`config.mk`:
```
export PLATFORM = sky130hd
export DESIGN_NAME = otter_io_timer
export DESIGN_NICKNAME = d
export VERILOG_FILES = /design/src/rtl/otter_io_timer.sv
export SDC_FILE = /design/constraint.sdc
export NUM_CORES = 1
export LEC_CHECK = 0
export CORE_MARGIN = 2
export CORE_UTILIZATION = 50
export CTS_BUF_LIST = sky130_fd_sc_hd__clkbuf_4
export CTS_CLUSTER_SIZE = 25
export DETAILED_ROUTE_END_ITERATION = 6
export DONT_BUFFER_PORTS = 1
export HOLD_SLACK_MARGIN = 0.08
export PLACE_DENSITY = 0.7
export SLEW_MARGIN = 40
export SYNTH_ARGS = -nofsm -noshare
export SYNTH_HDL_FRONTEND = slang
export SYNTH_SLANG_ARGS = --single-unit
export TNS_END_PERCENT = 10
```
`constraint.sdc`:
```
create_clock -name CLK -period 8.55 [get_ports CLK]
set_clock_uncertainty 0.2 [all_clocks]
set_input_delay 2.565 -clock CLK [delete_from_list [all_inputs] [get_ports CLK]]
set_output_delay 2.565 -clock CLK [all_outputs]
set_load 0.1 [all_outputs]
```
`src/rtl/otter_io_timer.sv`:
```
// ============================================================================
// otter_io_timer
// ----------------------------------------------------------------------------
// Memory-mapped countdown timer on the OTTER IOBUS. The MCU writes and reads
// four 32-bit registers in a 16-byte window at BASE_ADDR; the timer raises a
// level interrupt (INTR) when its count expires with interrupts enabled.
//
// Register map (offset = IOBUS_ADDR[3:2], IOBUS_ADDR[1:0] ignored):
//   0x0 CTRL   R/W  bit0 EN, bit1 AR (auto-reload), bit2 IE,
//                   [15:8] PRESCALE (only with OTTER_TIMER_PRESCALE_EN)
//   0x4 LOAD   R/W  reload value; a write also loads COUNT
//   0x8 COUNT  RO   current count, writes ignored
//   0xC STATUS      bit0 EXP, sticky; write 1 to clear
//
// Bus protocol: there is no valid/ready handshake and no wait state. A write
// is accepted on every rising CLK edge where IOBUS_WR=1 and the address is in
// the window; read data on IOBUS_IN is combinational from IOBUS_ADDR and the
// registers in the same cycle. Unselected addresses read 0.
//
// Configuration macro:
//   OTTER_TIMER_PRESCALE_EN  defined   -> 8-bit prescaler, tick when PS==PRESCALE
//                            undefined -> tick every cycle while EN=1,
//                                         CTRL[15:8] reads 0, writes ignored
//
// Ports:
//   CLK         system clock (shared with the MCU)
//   RST_N       asynchronous active-low reset
//   IOBUS_ADDR  byte address from the MCU
//   IOBUS_OUT   write data from the MCU
//   IOBUS_WR    write strobe
//   IOBUS_IN    read data to the MCU
//   INTR        level interrupt request, EXP & IE
// ============================================================================
module otter_io_timer #(
    parameter logic [31:0] BASE_ADDR = 32'h1100_0100
) (
    input  logic        CLK,
    input  logic        RST_N,
    input  logic [31:0] IOBUS_ADDR,
    input  logic [31:0] IOBUS_OUT,
    input  logic        IOBUS_WR,
    output logic [31:0] IOBUS_IN,
    output logic        INTR
);

    localparam logic [1:0] OFF_CTRL   = 2'd0;
    localparam logic [1:0] OFF_LOAD   = 2'd1;
    localparam logic [1:0] OFF_COUNT  = 2'd2;
    localparam logic [1:0] OFF_STATUS = 2'd3;

    // ------------------------------------------------------------------
    // Address decode
    // ------------------------------------------------------------------
    logic       sel;
    logic [1:0] offset;
    logic       wr_ctrl;
    logic       wr_load;
    logic       wr_status;
    logic       unused_addr_bits;

    assign sel       = (IOBUS_ADDR[31:4] == BASE_ADDR[31:4]);
    assign offset    = IOBUS_ADDR[3:2];
    assign wr_ctrl   = IOBUS_WR && sel && (offset == OFF_CTRL);
    assign wr_load   = IOBUS_WR && sel && (offset == OFF_LOAD);
    assign wr_status = IOBUS_WR && sel && (offset == OFF_STATUS);

    // Byte-lane bits carry no meaning for this word-only peripheral.
    assign unused_addr_bits = ^IOBUS_ADDR[1:0];

    // ------------------------------------------------------------------
    // Register state
    // ------------------------------------------------------------------
    logic        en_q;
    logic        ar_q;
    logic        ie_q;
    logic [31:0] load_q;
    logic [31:0] count_q;
    logic        exp_q;
    logic [7:0]  prescale_rd;

    logic        tick;
    logic        count_zero;
    logic        expire;

    assign count_zero = (count_q == 32'd0);

    // A LOAD write on a tick edge takes priority: the tick is consumed by the
    // write, so no decrement and no expiry happen on that edge.
    assign expire = tick && count_zero && !wr_load;

`ifdef OTTER_TIMER_PRESCALE_EN
    // ------------------------------------------------------------------
    // Prescaler: PS counts 0..PRESCALE while enabled, ticking on the match.
    // Holding PS at 0 while disabled means an EN 0->1 write always starts a
    // fresh prescale period, so the first tick is PRESCALE+1 cycles later.
    // ------------------------------------------------------------------
    logic [7:0] prescale_q;
    logic [7:0] ps_q;

    assign tick        = en_q && (ps_q == prescale_q);
    assign prescale_rd = prescale_q;

    always_ff @(posedge CLK or negedge RST_N) begin
        if (!RST_N) begin
            ps_q       <= 8'd0;
            prescale_q <= 8'd0;
        end else begin
            if (!en_q || tick) begin
                ps_q <= 8'd0;
            end else begin
                ps_q <= ps_q + 8'd1;
            end
            if (wr_ctrl) begin
                prescale_q <= IOBUS_OUT[15:8];
            end
        end
    end
`else
    // No prescaler: every enabled cycle is a tick.
    assign tick        = en_q;
    assign prescale_rd = 8'd0;
`endif

    // ------------------------------------------------------------------
    // CTRL, LOAD/COUNT and STATUS
    // ------------------------------------------------------------------
    always_ff @(posedge CLK or negedge RST_N) begin
        if (!RST_N) begin
            en_q    <= 1'b0;
            ar_q    <= 1'b0;
            ie_q    <= 1'b0;
            load_q  <= 32'd0;
            count_q <= 32'd0;
            exp_q   <= 1'b0;
        end else begin
            // Software CTRL write overrides the one-shot hardware EN clear.
            if (wr_ctrl) begin
                en_q <= IOBUS_OUT[0];
                ar_q <= IOBUS_OUT[1];
                ie_q <= IOBUS_OUT[2];
            end else if (expire && !ar_q) begin
                en_q <= 1'b0;
            end

            if (wr_load) begin
                load_q  <= IOBUS_OUT;
                count_q <= IOBUS_OUT;
            end else if (tick) begin
                if (!count_zero) begin
                    count_q <= count_q - 32'd1;
                end else if (ar_q) begin
                    count_q <= load_q;
                end
                // One-shot expiry leaves COUNT parked at zero.
            end

            // Expiry beats a simultaneous write-1-clear so no event is lost.
            if (expire) begin
                exp_q <= 1'b1;
            end else if (wr_status && IOBUS_OUT[0]) begin
                exp_q <= 1'b0;
            end
        end
    end

    // ------------------------------------------------------------------
    // Read mux and interrupt
    // ------------------------------------------------------------------
    always_comb begin
        IOBUS_IN = 32'd0;
        if (sel) begin
            case (offset)
                OFF_CTRL:   IOBUS_IN = {16'd0, prescale_rd, 5'd0, ie_q, ar_q, en_q};
                OFF_LOAD:   IOBUS_IN = load_q;
                OFF_COUNT:  IOBUS_IN = count_q;
                OFF_STATUS: IOBUS_IN = {31'd0, exp_q};
                default:    IOBUS_IN = 32'd0;
            endcase
        end
    end

    assign INTR = exp_q && ie_q;

endmodule

```
==> results.sh, run 1 <==
export IMPL_root_buffer="clkbuf_4"
export IMPL_synth_edff_count=0
export IMPL_p_leak_nw=2.122
export IMPL_post_cts_setup_buffers=0
export IMPL_critical_path_buf_inv_count=2
export IMPL_hold_depth=2
export IMPL_synth_ff_type="dfrtp_1"
export IMPL_syn_area_per_cell_sq_um=8.008
export IMPL_final_core_util_pct=56.14
export IMPL_p_per_area_mw_per_mm2=105.9
export IMPL_combPwrFrac_pct=2.7
export IMPL_multi_input_area_sq_mm=0.002875
export IMPL_ioPinCount=100
export IMPL_r2r_start="count_q[11]"
export IMPL_final_common_cell="nand2_1"
export IMPL_netlist_area_sq_mm=0.004701
export IMPL_synth_seq_cells=68
export IMPL_hp_start="load_q[7]"
export IMPL_yosysWarningCount=0
export IMPL_seqPwrFrac_pct=58.8
export IMPL_finalMaxSlewViolations=0
export IMPL_max_freq_mhz=146.2
export IMPL_synth_top_area_share_pct=36.20
export IMPL_worstReg2RegEnd="count_q[7]"
export IMPL_async_flop_share_pct=100.0
export IMPL_layout_common_cells="nand2_1 (129), dfrtp_1 (67), buf_4 (37)"
export IMPL_synthSimpleGateAreaFrac_pct=32.26
export IMPL_cts_max_level=3
export IMPL_netlist_instances=587
export IMPL_drtIter0Drc=315
export IMPL_reg2reg_depth=6
export IMPL_grt_first_pass_wirelength_mm=22.31
export IMPL_cp_data_arrival_time_ns=4.08
export IMPL_p_sw_mw=0.1308
export IMPL_diodes=0
export IMPL_hpwl_mm=8.943
export IMPL_holdPathEnd="load_q[7]"
export IMPL_insertion_delay_ns=0.44
export IMPL_rrSetupSlack_ns=5.17
export IMPL_synth_xor_area_share_pct=3.540
export IMPL_status="completed"
export IMPL_routed_wl_mm=13.36
export IMPL_num_fill_cells=879
export IMPL_clkTransAtPathRegs_ns=0.11
export IMPL_swShare_pct=23.92
export IMPL_first_global_vias=4466
export IMPL_die_x_microns=101.0
export IMPL_numClockSinks=68
export IMPL_rsz0062_at_grt="no"
export IMPL_crit_chain="nor2b_2 > buf_4 > a22oi_1 > nor2_2 > buf_4"
export IMPL_pwr_share_clk_pct=38.5
export IMPL_ys_types=63
export IMPL_yosysTopAreaCell="dfrtp_1"
export IMPL_nets=657
export IMPL_synth_area_leaders="dfrtp_1 (36%), nand2_1 (10%), a22oi_1 (5.4%)"
export IMPL_start_kind="primary input"
export IMPL_clockBufferDepth=2
export IMPL_grt_max_degree=69
export IMPL_num_rows=35
export IMPL_antenna_found_initial=0
export IMPL_power_internal_mw=0.4161
export IMPL_cp_max_fo=17
export IMPL_start_util_pct=51.12
export IMPL_drtPass1Iterations=5
export IMPL_grt_overflow_total=0
export IMPL_place_congestion=0.9431
export IMPL_drive_above_1_share_pct=19.90
export IMPL_post_route_period_util_pct=80.01
export IMPL_crit_slowest_cell="nor2b_2"
export IMPL_synth_fp_nets=656
export IMPL_wl_per_cell_microns=18.98
export IMPL_die_area_sq_mm=0.01019
export IMPL_yosys_mux_area_fraction_pct=1.624
export IMPL_vdd_drop_max_uv=56.16
export IMPL_min_period_ns=6.841
export IMPL_synth_seq_area_share_pct=36.20
export IMPL_timing_slew_headroom_pct=46.36
export IMPL_synth_top_family_by_area="simple AND/OR/NAND/NOR gates"
export IMPL_die_y_microns=101.0
export IMPL_path_class="primary input to output pin"
export IMPL_slowest_delay_ns=0.58
export IMPL_setup_violations=0
export IMPL_vias_per_cell=6.288
export IMPL_critPathMostFrequentCell="buf_4"
export IMPL_cts_tree="yes"
export IMPL_synthAdderAreaFrac_pct=0.5323
export IMPL_required_ns=5.79
export IMPL_drv_cap=0
export IMPL_crit_family="simple AND/OR/NAND/NOR gates"
export IMPL_hold_path_class="register to register"
export IMPL_hold_violations=0
export IMPL_tightest_slew_ns=0.8046
export IMPL_io_buffers=0
export IMPL_seq_area_sq_mm=0.001703
export IMPL_synth_compound_gate_area_share_pct=20.44
export IMPL_drc=0
export IMPL_cts_buffers=9
export IMPL_cp_end_kind="output pin"
export IMPL_area_growth_syn_to_layout_pct=9.822
export IMPL_ctsResizeCount=0
export IMPL_hold_buffers=0
export IMPL_fin_setup_tns_ns=0
export IMPL_hold_slack_ns=0.3089
export IMPL_core_area_sq_mm=0.009196
export IMPL_ant_nets=0
export IMPL_grt_total_usage_pct=27.73
export IMPL_num_vias=4427
==> metal layers <==
layer | GRT usage [%] | up-vias | wire (microns)
met5 | 0 | - | 0
li1 | - | 2107 | -
met3 | 4.300 | 17 | 867
met2 | 46.10 | 151 | 6470
met1 | 36.79 | 2152 | 5810
met4 | 9.875 | 0 | 213
==> sequential cells by signal, indices dropped and copies added (netlist names) <==
register / count
load_q: 32
count_q: 32
en_q: 1
ar_q: 1
exp_q: 1
ie_q: 1
==> kinds of logic after synthesis <==
group | after synthesis
compound gates | 140
xor+xnor | 19
fa+ha+maj | 2
buf+inv | 55
flops | 68
mux | 6
simple gates | 297
==> layout make-up <==
cell class	count	share of cell area, %
flip-flops and latches	68	32.99
clock inverters	6	1.066
repair buffers	38	5.599
well taps	111	2.690
inverters	7	0.5090
clock buffers	10	1.454
multi-input cells	464	55.70
==> cells in the mapped netlist, types with 3 or more instances <==
cell type	number
a211oi_1	3
a21o_1	7
a21oi_1	35
a22oi_1	34
a32oi_1	13
and3_1	9
buf_1	3
buf_2	14
buf_6	3
clkbuf_1	26
dfrtp_1	68
inv_1	7
mux2_2	3
nand2_1	129
nand2b_1	3
nand3_1	11
nand4_1	7
nor2_1	61
nor2b_1	4
nor3_1	14
nor3_2	3
nor4_1	17
nor4_2	4
nor4_4	3
nor4b_1	6
nor4b_2	4
o211ai_1	4
o21ai_0	14
o21ai_1	6
o31a_1	4
o31ai_1	3
or3_1	6
or4_1	3
xor2_1	17
==> worst reg2reg max path, cell delays in order (launching register included) <==
cell     delay, ns
dfrtp_1       0.63
nor4_4        0.43
nand3_1       0.45
or4_1         0.96
a21o_1        0.28
a32oi_1       0.21
a21oi_1       0.09
==> worst max-delay path by stage <==
stage / endpoint / cells after the start / slack [ns] / startpoint
after global routing: IOBUS_IN[17] / 5 / 1.63 / IOBUS_ADDR[5]
after floorplan: IOBUS_IN[21] / 7 / 0.87 / IOBUS_ADDR[2]
after detailed placement: IOBUS_IN[31] / 5 / 1.75 / IOBUS_ADDR[3]
final: IOBUS_IN[31] / 5 / 1.71 / IOBUS_ADDR[3]
after CTS: IOBUS_IN[31] / 5 / 1.75 / IOBUS_ADDR[3]
after global placement: IOBUS_IN[10] / 5 / 1.56 / IOBUS_ADDR[13]
==> through the flow <==
| stage | cell area [sq um] | instances | power (mW) | worst slack (ns) |
|---|---|---|---|---|
| 2_1_floorplan | 4701 | 587 | 0.3388 | 0.8663 |
| 3_3_place_gp | 4996 | 687 | 0.3417 | 1.556 |
| 3_5_place_dp | 5032 | 688 | 0.3421 | 1.751 |
| 4_1_cts | 5162 | 704 | 0.5494 | 1.746 |
| 5_1_grt | 5162 | 704 | 0.5627 | 1.633 |
| 6_report | 5162 | 704 | 0.5469 | 1.709 |
==> power groups by stage <==
stage	clock (mW)	sequential, mW	combinational (mW)
after floorplan	0	0.328	0.0110
after global placement	0	0.328	0.0140
after detailed placement	0	0.328	0.0144
after CTS	0.213	0.322	0.0144
after global routing	0.225	0.322	0.0158
final	0.211	0.322	0.0146
Note: power is estimated with default switching activity, not from simulation.
==> run 2: changes to the inputs <==
==> constraint.sdc (replaced) <==
create_clock -name CLK -period 6.5 [get_ports CLK]
set_clock_uncertainty 0.2 [all_clocks]
set_input_delay 1.95 -clock CLK [delete_from_list [all_inputs] [get_ports CLK]]
set_output_delay 1.95 -clock CLK [all_outputs]
set_load 0.1 [all_outputs]
==> results.sh, run 2 (synthesis gave the netlist of run 1 again) <==
export IMPL_nets=659
export IMPL_hold_buffers=0
export IMPL_layout_common_cells="nand2_1 (129), dfrtp_1 (68), buf_4 (39)"
export IMPL_p_leak_nw=2.125
export IMPL_start_kind="primary input"
export IMPL_cts_tree="yes"
export IMPL_post_route_period_util_pct=87.37
export IMPL_hold_slack_ns=0.3073
export IMPL_grt_total_usage_pct=28.02
export IMPL_drv_cap=0
export IMPL_hp_start="load_q[6]"
export IMPL_wl_per_cell_microns=19.41
export IMPL_hpwl_mm=9.090
export IMPL_path_class="primary input to output pin"
export IMPL_grt_overflow_total=0
export IMPL_clockBufferDepth=2
export IMPL_post_cts_setup_buffers=0
export IMPL_fin_setup_tns_ns=0
export IMPL_endpoint="IOBUS_IN[11]"
export IMPL_vdd_drop_max_uv=77.05
export IMPL_final_common_cell="nand2_1"
export IMPL_drtIter0Drc=340
export IMPL_root_buffer="clkbuf_4"
export IMPL_drtPass1Iterations=5
export IMPL_min_period_ns=5.679
export IMPL_antenna_found_initial=0
export IMPL_diodes=0
export IMPL_crit_slowest_cell="nor2_2"
export IMPL_rrSetupSlack_ns=3.11
export IMPL_die_x_microns=101.0
export IMPL_setup_violations=0
export IMPL_worstReg2RegEnd="count_q[6]"
export IMPL_clkTransAtPathRegs_ns=0.10
export IMPL_required_ns=4.35
export IMPL_numClockSinks=68
export IMPL_tightest_slew_ns=0.8449
export IMPL_max_freq_mhz=176.1
export IMPL_cp_max_fo=15
export IMPL_cp_end_kind="output pin"
export IMPL_hold_violations=0
export IMPL_start_util_pct=51.12
export IMPL_vias_per_cell=6.444
export IMPL_crit_chain="inv_1 > nor2_2 > buf_4 > a22oi_1 > nor2_2 > buf_4"
export IMPL_p_per_area_mw_per_mm2=131.6
export IMPL_timing_slew_headroom_pct=43.67
export IMPL_layout_setup_ws_ns=0.8212
export IMPL_ctsResizeCount=0
export IMPL_drc=0
export IMPL_cts_buffers=9
export IMPL_ant_nets=0
export IMPL_cp_data_arrival_time_ns=3.53
export IMPL_largestRegisters="count_q (32), load_q (32)"
export IMPL_slowest_delay_ns=0.56
export IMPL_place_congestion=0.9531
export IMPL_die_area_sq_mm=0.01019
export IMPL_finalMaxSlewViolations=0
export IMPL_pre_cts_slack_ns=0.8327
export IMPL_num_vias=4543
export IMPL_reg2reg_depth=6
export IMPL_cts_max_level=3
export IMPL_hold_path_class="register to register"
export IMPL_r2r_start="count_q[11]"
export IMPL_grt_first_pass_wirelength_mm=22.66
export IMPL_die_y_microns=101.0
export IMPL_rsz0062_at_grt="no"
export IMPL_core_area_sq_mm=0.009196
export IMPL_grt_max_degree=69
export IMPL_first_global_vias=4362
export IMPL_drive_above_1_share_pct=19.87
export IMPL_ioPinCount=100
export IMPL_status="completed"
export IMPL_insertion_delay_ns=0.43
export IMPL_routed_wl_mm=13.68
export IMPL_area_growth_syn_to_layout_pct=9.476
export IMPL_num_rows=35
export IMPL_crit_start="IOBUS_ADDR[2]"
export IMPL_io_buffers=0
-- run 2: critical path, delay by kind of cell --
| kind | cells | cell delay [ns] |
|---|---|---|
| AOI/OAI and AO/OA | 1 | 0.14 |
| buffers and inverters | 3 | 0.75 |
| and+or+nand+nor | 2 | 0.68 |
-- run 2: how the worst min path moves through the flow --
stage / depth (start not counted) / to / slack (ns)
after floorplan: 2 / load_q[25] / 0.25
after global placement: 2 / load_q[1] / 0.27
after CTS: 2 / load_q[1] / 0.31
final: 2 / load_q[6] / 0.31
after detailed placement: 2 / load_q[1] / 0.28
after global routing: 2 / load_q[1] / 0.33
-- run 2: cell type report --
class / count / area, sq um
Fill cell: 881 / 4050
Multi-Input combinational cell: 464 / 2875
Sequential cell: 68 / 1702
Timing Repair Buffer: 40 / 304.0
Tap cell: 111 / 138.9
Clock buffer: 11 / 82.58
Inverter: 7 / 26.28
Clock inverter: 4 / 17.52
-- run 2: power breakdown --
part	switching, mW	total [mW]	internal [mW]
clock network	0.153	0.235	0.0817
logic	0.0126	0.0193	0.00666
registers	0.000000280	0.423	0.423
-- run 2: metal layers --
layer  global-route usage, %  wire length, microns  part of all wire, %  vias to the layer above
li1                        -                     -                    -                     2114
met5                       0                     0                    0                        -
met2                   44.87                  6623                   48                      189
met1                   39.02                  5933                   43                     2224
met4                   8.732                   214                  1.6                        0
met3                   4.577                   912                  6.7                       16
-- run 2: through the flow --
| stage | util [%] | cells | cell area, sq um | power, mW |
|---|---|---|---|---|
| 2_1_floorplan | - | 587 | 4701 | 0.4456 |
| 3_3_place_gp | 54.41 | 688 | 5004 | 0.4495 |
| 3_5_place_dp | 54.87 | 690 | 5046 | 0.4501 |
| 4_1_cts | 55.96 | 705 | 5146 | 0.6813 |
| 5_1_grt | 55.96 | 705 | 5146 | 0.7005 |
| 6_report | 55.96 | 705 | 5146 | 0.6771 |
